<file path="config.mk">
export PLATFORM = sky130hd
export DESIGN_NAME = tensor_operand_loader
export DESIGN_NICKNAME = d
export VERILOG_FILES = /design/src/rtl/tensor_pkg.sv /design/src/rtl/x_result_fifo.sv /design/src/rtl/tensor_operand_loader.sv
export SDC_FILE = /design/constraint.sdc
export NUM_CORES = 1
export LEC_CHECK = 0
export BUFFER_PORTS_ARGS = -buffer_cell sky130_fd_sc_hd__buf_4
export CORE_AREA = 2 2 220 222
export CTS_CLUSTER_SIZE = 24
export DETAILED_ROUTE_END_ITERATION = 16
export DIE_AREA = 0 0 222 224
export GPL_ROUTABILITY_DRIVEN = 0
export GPL_TIMING_DRIVEN = 0
export HOLD_SLACK_MARGIN = 0.06
export MAX_ROUTING_LAYER = met4
export PLACE_DENSITY = 0.71
export SLEW_MARGIN = 0
export SYNTH_ARGS = -nofsm -noshare
export SYNTH_HDL_FRONTEND = slang
export SYNTH_SLANG_ARGS = --single-unit
</file>
<file path="constraint.sdc">
create_clock -name clk -period 35.7 [get_ports clk]
set_input_delay 3.57 -clock clk [delete_from_list [all_inputs] [get_ports clk]]
set_output_delay 3.57 -clock clk [all_outputs]
set_load 0.005 [all_outputs]
</file>
<file path="src/rtl/tensor_pkg.sv">
// Shared types for the tensor operand loader: DMA set encoding, loader FSM states,
// default buffer dimension and the operand-set to buffer-slot mapping.
package tensor_pkg;

  typedef enum logic [1:0] {
    SET_A = 2'd0,
    SET_B = 2'd1,
    SET_X = 2'd2,
    SET_W = 2'd3
  } set_e;

  typedef enum logic [1:0] {
    IDLE   = 2'd0,
    LOAD   = 2'd1,
    COMMIT = 2'd2
  } loader_state_e;

  localparam int unsigned DEFAULT_DIM = 4;

  // Buffer slot and ready-flag bit: A=0, B=1, W=2 (matches consume {W,B,A}).
  function automatic logic [1:0] set_slot(input set_e s);
    case (s)
      SET_B:   return 2'd1;
      SET_W:   return 2'd2;
      default: return 2'd0;
    endcase
  endfunction

endpackage

</file>
<file path="src/rtl/x_result_fifo.sv">
// Synchronous result FIFO with full/empty status and registered read data.
// Simultaneous push/pop is always accepted; pushing into an empty FIFO while popping bypasses to rd_data.
module x_result_fifo #(
  parameter int unsigned WIDTH = 8,
  parameter int unsigned DEPTH = 16
) (
  input  logic             clk,
  input  logic             rst,
  input  logic             push,
  input  logic [WIDTH-1:0] push_data,
  input  logic             pop,
  output logic [WIDTH-1:0] rd_data,
  output logic             full,
  output logic             empty,
  output logic             ovf_evt,
  output logic             udf_evt
);

  localparam int unsigned AW = $clog2(DEPTH);

  logic [WIDTH-1:0] mem [DEPTH];
  logic [AW-1:0]    wr_ptr;
  logic [AW-1:0]    rd_ptr;
  logic [AW:0]      count;
  logic             wr_en;
  logic             rd_en;

  assign full    = (count == (AW+1)'(DEPTH));
  assign empty   = (count == '0);
  assign rd_en   = pop & ~empty;
  assign wr_en   = push & (~full | pop) & ~(empty & pop);
  assign ovf_evt = push & full & ~pop;
  assign udf_evt = pop & empty & ~push;

  always_ff @(posedge clk or posedge rst) begin
    if (rst) begin
      wr_ptr  <= '0;
      rd_ptr  <= '0;
      count   <= '0;
      rd_data <= '0;
    end else begin
      if (pop) begin
        if (!empty)    rd_data <= mem[rd_ptr];
        else if (push) rd_data <= push_data;
        else           rd_data <= '0;
      end
      if (rd_en) rd_ptr <= rd_ptr + AW'(1);
      if (wr_en) begin
        mem[wr_ptr] <= push_data;
        wr_ptr      <= wr_ptr + AW'(1);
      end
      case ({wr_en, rd_en})
        2'b10:   count <= count + (AW+1)'(1);
        2'b01:   count <= count - (AW+1)'(1);
        default: count <= count;
      endcase
    end
  end

endmodule

</file>
<file path="src/rtl/tensor_operand_loader.sv">
// Captures the DMA read stream into A/B/W operand buffers and buffers core results for DMA write-back.
// Option: define LOADER_TRANSPOSE_B_EN to store set B transposed ([col][row]).
module tensor_operand_loader
  import tensor_pkg::*;
#(
  parameter int unsigned DATAWIDTH   = 8,
  parameter int unsigned DIM         = DEFAULT_DIM,
  parameter int unsigned XFIFO_DEPTH = 16
) (
  input  logic                   clk,
  input  logic                   rst,
  input  logic                   tensor_wen,
  input  logic                   tensor_ren,
  input  logic [1:0]             set,
  input  logic [DATAWIDTH-1:0]   depth_in,
  input  logic [DATAWIDTH-1:0]   width_in,
  input  logic                   finished_transfer,
  input  logic [DATAWIDTH-1:0]   mem_rdata,
  output logic [DATAWIDTH-1:0]   mem_wdata,
  input  logic [1:0]             rd_set,
  input  logic [$clog2(DIM)-1:0] rd_row,
  input  logic [$clog2(DIM)-1:0] rd_col,
  output logic [DATAWIDTH-1:0]   rd_data,
  input  logic [2:0]             consume,
  input  logic                   x_push,
  input  logic [DATAWIDTH-1:0]   x_data,
  output logic                   a_ready,
  output logic                   b_ready,
  output logic                   w_ready,
  output logic                   x_full,
  output logic                   x_empty,
  output logic                   err_overflow,
  output logic                   err_underflow
);

  localparam int unsigned IW = $clog2(DIM);
  localparam logic [DATAWIDTH-1:0] DIM_W = DATAWIDTH'(DIM);

  logic [DATAWIDTH-1:0] bufs [3][DIM][DIM];
  loader_state_e        state;
  set_e                 cur_set;
  logic [DATAWIDTH-1:0] depth_l, width_l, row, col;
  logic [2:0]           rdy, rdy_nxt;

  logic                 do_store, in_range, row_wrap;
  set_e                 st_set;
  logic [DATAWIDTH-1:0] st_row, st_col, st_depth, nxt_row, nxt_col;
  logic [IW-1:0]        wr_r, wr_c;
  logic                 fifo_ovf, fifo_udf;

  // The first element arrives on the IDLE->LOAD cycle, so it is stored at [0][0] with the incoming dims.
  always_comb begin
    do_store = 1'b0;
    st_set   = cur_set;
    st_row   = row;
    st_col   = col;
    st_depth = depth_l;
    if (state == IDLE && tensor_wen && set_e'(set) != SET_X) begin
      do_store = 1'b1;
      st_set   = set_e'(set);
      st_row   = '0;
      st_col   = '0;
      st_depth = (depth_in == '0) ? DATAWIDTH'(1) : depth_in;
    end else if (state == LOAD && tensor_wen) begin
      do_store = 1'b1;
    end
    in_range = (st_row < DIM_W) && (st_col < DIM_W);
    row_wrap = (st_col == st_depth - DATAWIDTH'(1));
    nxt_col  = row_wrap ? '0 : st_col + DATAWIDTH'(1);
    nxt_row  = row_wrap ? st_row + DATAWIDTH'(1) : st_row;
    wr_r     = st_row[IW-1:0];
    wr_c     = st_col[IW-1:0];
`ifdef LOADER_TRANSPOSE_B_EN
    if (st_set == SET_B) begin
      wr_r = st_col[IW-1:0];
      wr_c = st_row[IW-1:0];
    end
`endif
  end

  // COMMIT is applied last so it overrides a same-cycle consume.
  always_comb begin
    rdy_nxt = rdy & ~consume;
    if (state == IDLE && do_store) rdy_nxt[set_slot(st_set)] = 1'b0;
    if (state == COMMIT)           rdy_nxt[set_slot(cur_set)] = 1'b1;
  end

  always_ff @(posedge clk or posedge rst) begin
    if (rst) begin
      state         <= IDLE;
      cur_set       <= SET_A;
      depth_l       <= '0;
      width_l       <= '0;
      row           <= '0;
      col           <= '0;
      rdy           <= '0;
      err_overflow  <= 1'b0;
      err_underflow <= 1'b0;
      for (int unsigned i = 0; i < 3; i++)
        for (int unsigned j = 0; j < DIM; j++)
          for (int unsigned k = 0; k < DIM; k++)
            bufs[i][j][k] <= '0;
    end else begin
      rdy           <= rdy_nxt;
      err_overflow  <= err_overflow | fifo_ovf | (do_store & ~in_range);
      err_underflow <= err_underflow | fifo_udf;
      if (do_store && in_range) bufs[set_slot(st_set)][wr_r][wr_c] <= mem_rdata;
      if (do_store) begin
        row <= nxt_row;
        col <= nxt_col;
      end
      case (state)
        IDLE: if (do_store) begin
          state   <= LOAD;
          cur_set <= st_set;
          depth_l <= st_depth;
          width_l <= width_in;
        end
        LOAD: if (finished_transfer) state <= COMMIT;
        COMMIT: begin
          row   <= '0;
          col   <= '0;
          state <= IDLE;
        end
        default: state <= IDLE;
      endcase
    end
  end

  always_comb begin
    case (set_e'(rd_set))
      SET_A:   rd_data = bufs[0][rd_row][rd_col];
      SET_B:   rd_data = bufs[1][rd_row][rd_col];
      SET_W:   rd_data = bufs[2][rd_row][rd_col];
      default: rd_data = '0;
    endcase
  end

  assign a_ready = rdy[0];
  assign b_ready = rdy[1];
  assign w_ready = rdy[2];

  x_result_fifo #(
    .WIDTH (DATAWIDTH),
    .DEPTH (XFIFO_DEPTH)
  ) u_xfifo (
    .clk       (clk),
    .rst       (rst),
    .push      (x_push),
    .push_data (x_data),
    .pop       (tensor_ren),
    .rd_data   (mem_wdata),
    .full      (x_full),
    .empty     (x_empty),
    .ovf_evt   (fifo_ovf),
    .udf_evt   (fifo_udf)
  );

endmodule

</file>
Word-level counts from Yosys, hierarchy flattened:

Memories as Yosys holds them, arrays and structs flattened.
Index checks and enable logic that the tools add are counted.

* memories: 1
* bits in writable memories: 128
* input bits: 49
* logic and storage cells: 204
* register bits: 438
* output and inout bits: 23

Memories
* u_xfifo.mem: depth 16, bits a word 8, read ports 1, clocked after memory_dff 0, write ports 1, line x_result_fifo.sv:21 `logic [WIDTH-1:0] mem [DEPTH];`

* bitwise operators: 28
* reduce and logical (&&, ||, !) cells: 21
* magnitude comparators: 14
* eq/ne operators: 15
* mux-type cells: 58
* add/sub/neg operators: 7

Operator list (count)
* 384-bit bitwise mux: 1
* 128-bit demux with 2-bit select: 1
* 32-bit two-way mux: 7
* 32-bit binary-select mux with 2-bit select: 3
* 8-bit two-way mux: 19
* 128-bit two-way mux: 1
* 32-bit demux with 2-bit select: 1
* 8-bit binary-select mux with 2-bit select: 3
* 8-bit case mux with 3 select lines: 1
* 8-bit by 1-bit adder with 8-bit output, second input constant: 2
* 8-bit demux with 2-bit select: 1
* 8-bit by 3-bit less-than comparator with 1-bit output, second input constant: 2
* 3-bit greater-or-equal comparator, second input constant: 5
* 2-bit inverter with 3-bit output: 5
* 1-bit logical AND: 12
* 2-bit two-way mux: 6
* 2-bit case mux with 2 select lines: 3
* 2-bit by 1-bit equality test with 1-bit output, second input constant: 5
* 2-bit equality test, second input constant: 5
* 5-bit case mux with 2 select lines: 1
* 3-bit by 1-bit less-than comparator with 1-bit output, second input constant: 3
* 4-bit by 1-bit adder with 4-bit output, second input constant: 2
* 1-bit bitwise AND: 8
* 8-bit equality test: 1
* 21 further kinds: 45

Longest topological paths before layout:

Gate-level depths: netlist of the first run.

* depth after elaboration: 16
* depth in mapped cells: 15
* mapped depth without buffers: 12

Hierarchy:

A second synthesis of the first run with hierarchy kept.

* cells, all modules: 1657
* area total of the unflattened synthesis: 25796.0 µm²

Modules (own cells, without submodules)
* tensor_operand_loader: cells each 1292, instances 1, area an instance 19615.1 µm², sequential area each 10435.0 µm²
* x_result_fifo: cells each 365, instances 1, area an instance 6180.9 µm², sequential area each 4369.2 µm²

Worst setup path after synthesis of the first run:

OpenSTA, ideal clock, no wires.

* path kind: input-to-output
* start: input port rd_row[1]
* end: output port rd_data[0]
* stages on the path: 6
* path slack: 26.555 ns
* arrival time: 5.575 ns
* path buffers: 2
* data required time: 32.130 ns
* path through: clkbuf_1 > clkbuf_1 > mux4_2 > mux4_2 > mux2i_1 > o21ai_0

* longest elaborated chain between the ends: 8
* elaborated cells on any way between the ends: 20
* those cells by class: mux (19); bitwise (1)

Ends and longest elaborated chain
* start, declared: line tensor_operand_loader.sv:21 `input logic [$clog2(DIM)-1:0] rd_row,`
* 2-bit inverter with 3-bit output (implied by the code) *: line tensor_operand_loader.sv:132, tensor_operand_loader.sv:133, tensor_operand_loader.sv:134
* 32-bit binary-select mux with 2-bit select (on tied branches): line tensor_operand_loader.sv:134, tensor_operand_loader.sv:132, tensor_operand_loader.sv:133
* 32-bit two-way mux (on tied branches) (2 in a row): line tensor_operand_loader.sv:134, tensor_operand_loader.sv:132, tensor_operand_loader.sv:133
* 8-bit binary-select mux with 2-bit select (on tied branches): line tensor_operand_loader.sv:134, tensor_operand_loader.sv:132, tensor_operand_loader.sv:133
* 8-bit two-way mux (on tied branches) (2 in a row): line tensor_operand_loader.sv:134, tensor_operand_loader.sv:132, tensor_operand_loader.sv:133
* 8-bit case mux with 3 select lines *: line tensor_operand_loader.sv:131 `case (set_e'(rd_set))`
* end, declared: line tensor_operand_loader.sv:23 `output logic [DATAWIDTH-1:0] rd_data,`

Every way passes the cells marked *; elsewhere a longest branch is shown, timed or not. The select of a mux whose other input is x is not followed.

Worst setup path after layout of the first run:

* start: input port rd_row[1]
* end: output port rd_data[6]

The elaborated chain is that of the path after synthesis.

==> results.json, run 1 <==
{
  "slew_headroom": 0.0185,
  "yosys-top-cells-count": "438 x dfrtp_1, 387 x mux2_2, 152 x mux4_2",
  "arrival_ns": 6.95,
  "fp.dieH_um": 224,
  "slowest_stage": "clkbuf_1",
  "overflow": 0,
  "avgViaCountPerCell": 6.14,
  "drt-pass1-iter-count": 5,
  "ys.flop_type": "dfrtp_1",
  "synth-seq-area-share": 0.575,
  "crit_type": "in -> out",
  "fmax_mhz": 95.1,
  "clock_path_buffers": 3,
  "grt_first_pass_wirelength_um": 95000,
  "fin_area_sq_um": 28800,
  "cts_hold_buf": 0,
  "cts_tree": "built",
  "finalSetupTns_ns": 0,
  "cap_viol_max_count": 0,
  "grt_pass1_vias": 15600,
  "wl_per_cell_um": 25.5,
  "netlist_area_sq_um": 25800,
  "path_cells": "clkbuf_1 > buf_1 > clkbuf_1 > mux4_2 > mux4_2 > mux2i_1 > o21ai_0 > buf_4",
  "peakVddDrop_mv": 0.0491,
  "drt_iter0_markers": 1337,
  "cp.required_ns": 32.13,
  "ys_warn_count": 0,
  "layout.nets": 1818,
  "post_cts_resized": 0,
  "hold_violations": 0,
  "area_growth_pct": 11.9,
  "yosysUniqueCellTypes": 60,
  "htree_levels": 2,
  "core_sq_um": 47300,
  "yosys.cell_count.top_type": "dfrtp_1",
  "outcome": "completed",
  "num_rows": 80,
  "synth_nets": 1707,
  "antenna_found_initial": 1,
  "post_dp_cell_area_sq_um": 27000,
  "synth_area_leaders": "dfrtp_1 43%, mux2_2 17%, edfxtp_1 15%",
  "drt-total-wl_um": 61500,
  "portBuffers": 49,
  "synthCells": 1639,
  "min_period_ns": 10.52,
  "worst_setup_path_start_kind": "input port",
  "critPathCaptureType": "primary output",
  "crit_fanout": 10,
  "dieArea_sq_um": 49700,
  "skew_ns": 0.0236,
  "power_density_nw_per_um2": 61.5,
  "crit_path_max_incr_delay_ns": 0.74,
  "synth_area_per_cell_sq_um": 15.7,
  "clkSinkCount": 566,
  "worstMarginPinSlew_ns": 1.47,
  "insertion_delay_ns": 0.65,
  "hold_class": "reg -> reg",
  "netlist.area_leader.share": 0.425,
  "die_width_um": 222,
  "async_flop_share": 0.774,
  "grt_max_degree": 134,
  "fin_crit_sh": 0.295,
  "rsz0062_at_grt": "no",
  "synth_top_area_cell": "dfrtp_1",
  "p_leak_nw": 12.5,
  "root_buffer": "clkbuf_16",
  "final_antenna_net_count": 0,
  "clk_pin_slew_worst_paths_ns": 0.06,
  "place_hpwl_um": 40400,
  "start_util": 0.544,
  "io_pins": 72,
  "stdcell_count": 2412,
  "final-setup-viol-count": 0,
  "synth_seq_cells": 566,
  "drive_gt1_frac": 0.418,
  "cts_buffers": 57,
  "final-max-slew-violation-count": 0,
  "cts_setup_buffers": 0,
  "placed_cells": 2306,
  "num_vias": 14800,
  "grt.total_usage": 0.262,
  "synth_edf_count": 128,
  "drc": 0
}
==> flip-flops by register name (all words and copies together), names as in the netlist <==
name / cells
cur_set: 2
u_xfifo.rd_ptr: 4
depth_l: 8
rdy: 3
err_underflow: 1
u_xfifo.mem: 128
row: 8
err_overflow: 1
u_xfifo.rd_data: 8
u_xfifo.wr_ptr: 4
bufs: 384
col: 8
state: 2
u_xfifo.count: 5
==> through the flow <==
stage	hold WS [ns]	utilization	power, mW	setup slack, ns
5_1_grt	0.505	0.609	1.85	25.05
6_report	0.488	0.609	1.77	25.18
4_1_cts	0.489	0.608	1.78	25.16
3_3_place_gp	0.460	0.568	1.19	15.59
2_1_floorplan	0.452	-	1.09	19.93
3_5_place_dp	0.475	0.570	1.20	25.16
==> area by class of cell <==
cell class                 instances  area, sq um
tap                              615          769
timing repair buffer              52          450
buffer                           114          467
fill                            3507        18500
multi-input combinational        936        10400
inverter                          23         93.8
clock inverter                    22          159
clock buffer                      83         1650
antenna                            1         2.50
sequential                       566        14800
==> final timing paths <==
kind	slack, ns	endpoint	startpoint	cells after the start
max	25.18	rd_data[6]	rd_row[1]	8
min	0.49	err_underflow	err_underflow	1
max reg2reg	31.14	bufs[297]	state[1]	11
min reg2reg	0.49	err_underflow	err_underflow	1
max in group asynchronous	30.61	bufs[288]	rst	5
min in group asynchronous	3.03	u_xfifo.wr_ptr[0]	rst	2
==> where the power goes <==
| group | internal, mW | switching (mW) |
|---|---|---|
| sequential | 0.751 | 0.0484 |
| combinational | 0.196 | 0.196 |
| clock | 0.323 | 0.259 |
==> cells by family (layout without fill, tap and decap cells) <==
logic type / Yosys count / count (layout) / synth area share
AOI/OAI and AO/OA: 103 / 103 / 0.0266
adders and majority gates: 19 / 19 / 0.00952
xor gates and xnor gates: 27 / 27 / 0.00918
DFF: 566 / 566 / 0.575
buffers and inverters: 137 / 294 / 0.0215
muxes: 557 / 557 / 0.309
and+or+nand+nor: 230 / 230 / 0.0494
other: 0 / 1 / 0
==> worst max-delay path, delay by kind of cell <==
| kind | cells | cell delay [ns] |
|---|---|---|
| buf+inv | 4 | 1.84 |
| mux | 3 | 1.30 |
| compound gates | 1 | 0.22 |
==> routing by layer <==
layer	up-vias	wire length, um	global-route usage
li1	6397	-	-
met1	7900	26600	0.354
met2	406	30200	0.418
met3	118	3120	0.0421
met4	0	1550	0.0728
met5	-	0	-
==> cells in the final DEF, fill, tap and decap left out, types with 4 or more instances in the layout <==
| cell type | netlist | routed |
|---|---|---|
| mux2_2 | 387 | 387 |
| nor2_2 | 26 | 27 |
| inv_1 | 23 | 22 |
| nand2b_1 | 5 | 5 |
| xor2_1 | 8 | 8 |
| nand3_1 | 18 | 18 |
| nand3_4 | 10 | 10 |
| a211oi_1 | 16 | 16 |
| buf_4 | 0 | 49 |
| a21oi_1 | 18 | 18 |
| clkbuf_16 | 0 | 57 |
| xnor2_1 | 19 | 19 |
| o21ai_0 | 23 | 23 |
| nor2b_1 | 15 | 15 |
| mux4_2 | 152 | 152 |
| nor3_1 | 10 | 8 |
| ha_1 | 18 | 18 |
| clkbuf_1 | 77 | 90 |
| nand4_1 | 8 | 8 |
| mux2i_1 | 18 | 18 |
| nor4_1 | 8 | 8 |
| edfxtp_1 | 128 | 128 |
| clkinv_2 | 0 | 14 |
| dfrtp_1 | 438 | 438 |
| a21o_1 | 4 | 4 |
| nor2_1 | 44 | 43 |
| and2_1 | 5 | 5 |
| buf_1 | 16 | 16 |
| buf_2 | 18 | 18 |
| a22o_1 | 10 | 10 |
| clkbuf_8 | 0 | 13 |
| nand2_1 | 68 | 68 |
| a31oi_1 | 12 | 12 |
Power figures use the tool's default switching activity.
==> inputs of run 2 (changes only) <==
--- a/config.mk
+++ b/config.mk
@@ -14,7 +14,7 @@
 export GPL_TIMING_DRIVEN = 0
 export HOLD_SLACK_MARGIN = 0.06
 export MAX_ROUTING_LAYER = met4
-export PLACE_DENSITY = 0.71
+export PLACE_DENSITY = 0.74
 export SLEW_MARGIN = 0
 export SYNTH_ARGS = -nofsm -noshare
 export SYNTH_HDL_FRONTEND = slang
==> constraint.sdc (replaced) <==
create_clock -name clk -period 8.8 [get_ports clk]
set_input_delay 0.88 -clock clk [delete_from_list [all_inputs] [get_ports clk]]
set_output_delay 0.88 -clock clk [all_outputs]
set_load 0.005 [all_outputs]
==> results.json, run 2 (synthesis results as in run 1) <==
{
  "place_ws_ns": 3.57,
  "reg2reg_depth": 11,
  "cts_buffers": 58,
  "hold_class": "in -> async",
  "num_vias": 15000,
  "cts_hold_buf": 0,
  "seq_power_share": 0.438,
  "cp_top_family": "buffers and inverters",
  "drive_gt1_frac": 0.420,
  "area_growth_pct": 13.2,
  "largest_register": "bufs",
  "num_rows": 80,
  "largest_register_ffs": 384,
  "dieArea_sq_um": 49700,
  "slew_headroom": 0.0464,
  "drt-total-wl_um": 62100,
  "core_sq_um": 47300,
  "path_buf_inv": 4,
  "portBuffers": 49,
  "fmax_mhz": 193,
  "insertion_delay_ns": 0.65,
  "finalCoreUtilization": 0.616,
  "cp.required_ns": 7.92,
  "root_buffer": "clkbuf_16",
  "grt_first_pass_wirelength_um": 96400,
  "grt_max_degree": 44,
  "fill_cells": 3422,
  "overflow": 0,
  "outcome": "completed",
  "r2r_slack_ns": 4.20,
  "drc": 0,
  "drt-pass1-iter-count": 5,
  "final_antenna_net_count": 0,
  "layout_common_cells": "438 x dfrtp_1, 387 x mux2_2, 152 x mux4_2",
  "grt_pass1_vias": 16000,
  "clkSinkCount": 566,
  "p_sw_mw": 2.05,
  "layout.nets": 1828,
  "fp.dieH_um": 224,
  "r2r-end": "bufs[272]",
  "start_util": 0.544,
  "min_period_ns": 5.18,
  "final_common_cell": "dfrtp_1",
  "worst_setup_path_start_kind": "input port",
  "final-setup-viol-count": 0,
  "avgViaCountPerCell": 6.18,
  "antenna_found_initial": 2,
  "fin_crit_sh": 0.589,
  "crit_fanout": 10,
  "drt_iter0_markers": 1184,
  "critPathCaptureType": "primary output",
  "cts_tree": "built",
  "skew_ns": 0.0597,
  "p_int_mw": 5.36,
  "reg_top3": "bufs x384, u_xfifo.mem x128",
  "worstMarginPinSlew_ns": 1.42,
  "io_pins": 72,
  "final-max-slew-violation-count": 0,
  "clk_pin_slew_worst_paths_ns": 0.06,
  "post_cts_resized": 0,
  "rsz0062_at_grt": "no",
  "arrival_ns": 4.30,
  "clock_path_buffers": 3,
  "hold_violations": 0,
  "die_width_um": 222,
  "peakVddDrop_mv": 0.230,
  "reg2reg_from": "state[1]",
  "combPwrFrac": 0.215,
  "power_density_nw_per_um2": 254,
  "crit_path_max_incr_delay_ns": 0.74,
  "fin_ws_ns": 3.62,
  "clkPwrFrac": 0.347,
  "slowest_stage": "clkbuf_1",
  "cap_viol_max_count": 0,
  "htree_levels": 2,
  "p_leak_nw": 12.6,
  "grt.total_usage": 0.266,
  "wl_per_cell_um": 25.6,
  "switching_share": 0.277,
  "crit_type": "in -> out",
  "cts_setup_buffers": 0,
  "path_cells": "clkbuf_1 > buf_1 > clkbuf_1 > mux4_2 > mux4_2 > mux2i_1 > o21ai_0 > buf_4",
  "place_hpwl_um": 40900
}
## run 2: cell types whose count changed in the layout (fill, tap and decap cells not counted), moves of 2 or more
cell / before / now
bufinv_16: 0 / 8
clkinv_16: 0 / 2
inv_16: 3 / 0
clkinvlp_4: 2 / 4
clkinv_2: 14 / 11
buf_12: 0 / 11
nor3_2: 2 / 0
nor3_1: 8 / 10
clkbuf_8: 13 / 7
buf_16: 3 / 0
## run 2: through the flow
step                cells  hold WS [ns]  TNS (ns)  cell area [sq um]  total power [mW]
finish               2425         0.270         0              29200              7.42
global route         2425         0.299         0              29200              7.72
CTS                  2422         0.260         0              29100              7.46
detailed placement   2314         0.467         0              27100              4.89
global placement     2303         0.456    -84.80              26900              4.81
floorplan            1639         0.452         0              25800              4.42
## run 2: power by group through the flow
stage | clock network, mW | registers (mW) | logic, mW
floorplan | 0 | 3.23 | 1.19
global placement | 0 | 3.27 | 1.54
detailed placement | 0 | 3.29 | 1.60
CTS | 2.61 | 3.25 | 1.60
global route | 2.70 | 3.29 | 1.73
finish | 2.57 | 3.25 | 1.59
## run 2: how the worst max path moves through the flow
stage,startpoint,endpoint,slack (ns),cells after the start
after floorplan,rst,bufs[0],2.00,1
after global placement,rst,bufs[304],-0.24,2
after detailed placement,set[0],bufs[272],3.57,12
after CTS,rd_row[1],rd_data[0],3.67,8
after global routing,rd_row[1],rd_data[0],3.54,8
final,rd_row[1],rd_data[2],3.62,8
## run 2: final cells by class
class	instances	area [sq um]	area share
Antenna cell	2	5.00	0.000172
Buffer	114	467	0.0160
Clock buffer	77	1590	0.0546
Clock inverter	31	430	0.0148
Inverter	23	90.1	0.00309
Multi-Input combinational cell	936	10400	0.357
Sequential cell	566	14800	0.508
Tap cell	615	769	0.0264
Timing Repair Buffer	61	593	0.0203
## run 2: per-layer routing
| metal | routed length (um) | track usage |
|---|---|---|
| met5 | 0 | - |
| met4 | 1720 | 0.0793 |
| met3 | 3720 | 0.0481 |
| met2 | 31100 | 0.432 |
| met1 | 25600 | 0.346 |
## run 2: worst register-to-register path: stages, from the launching register on
cell and delay (ns):
dfrtp_1 0.42, nor3b_2 0.09, nand2_1 0.25, clkbuf_1 0.43, buf_1 0.48, nand2_1 0.20
inv_1 0.13, ha_1 0.15, buf_1 0.65, nand2_1 0.19, nor2_1 1.05, mux2_2 0.44
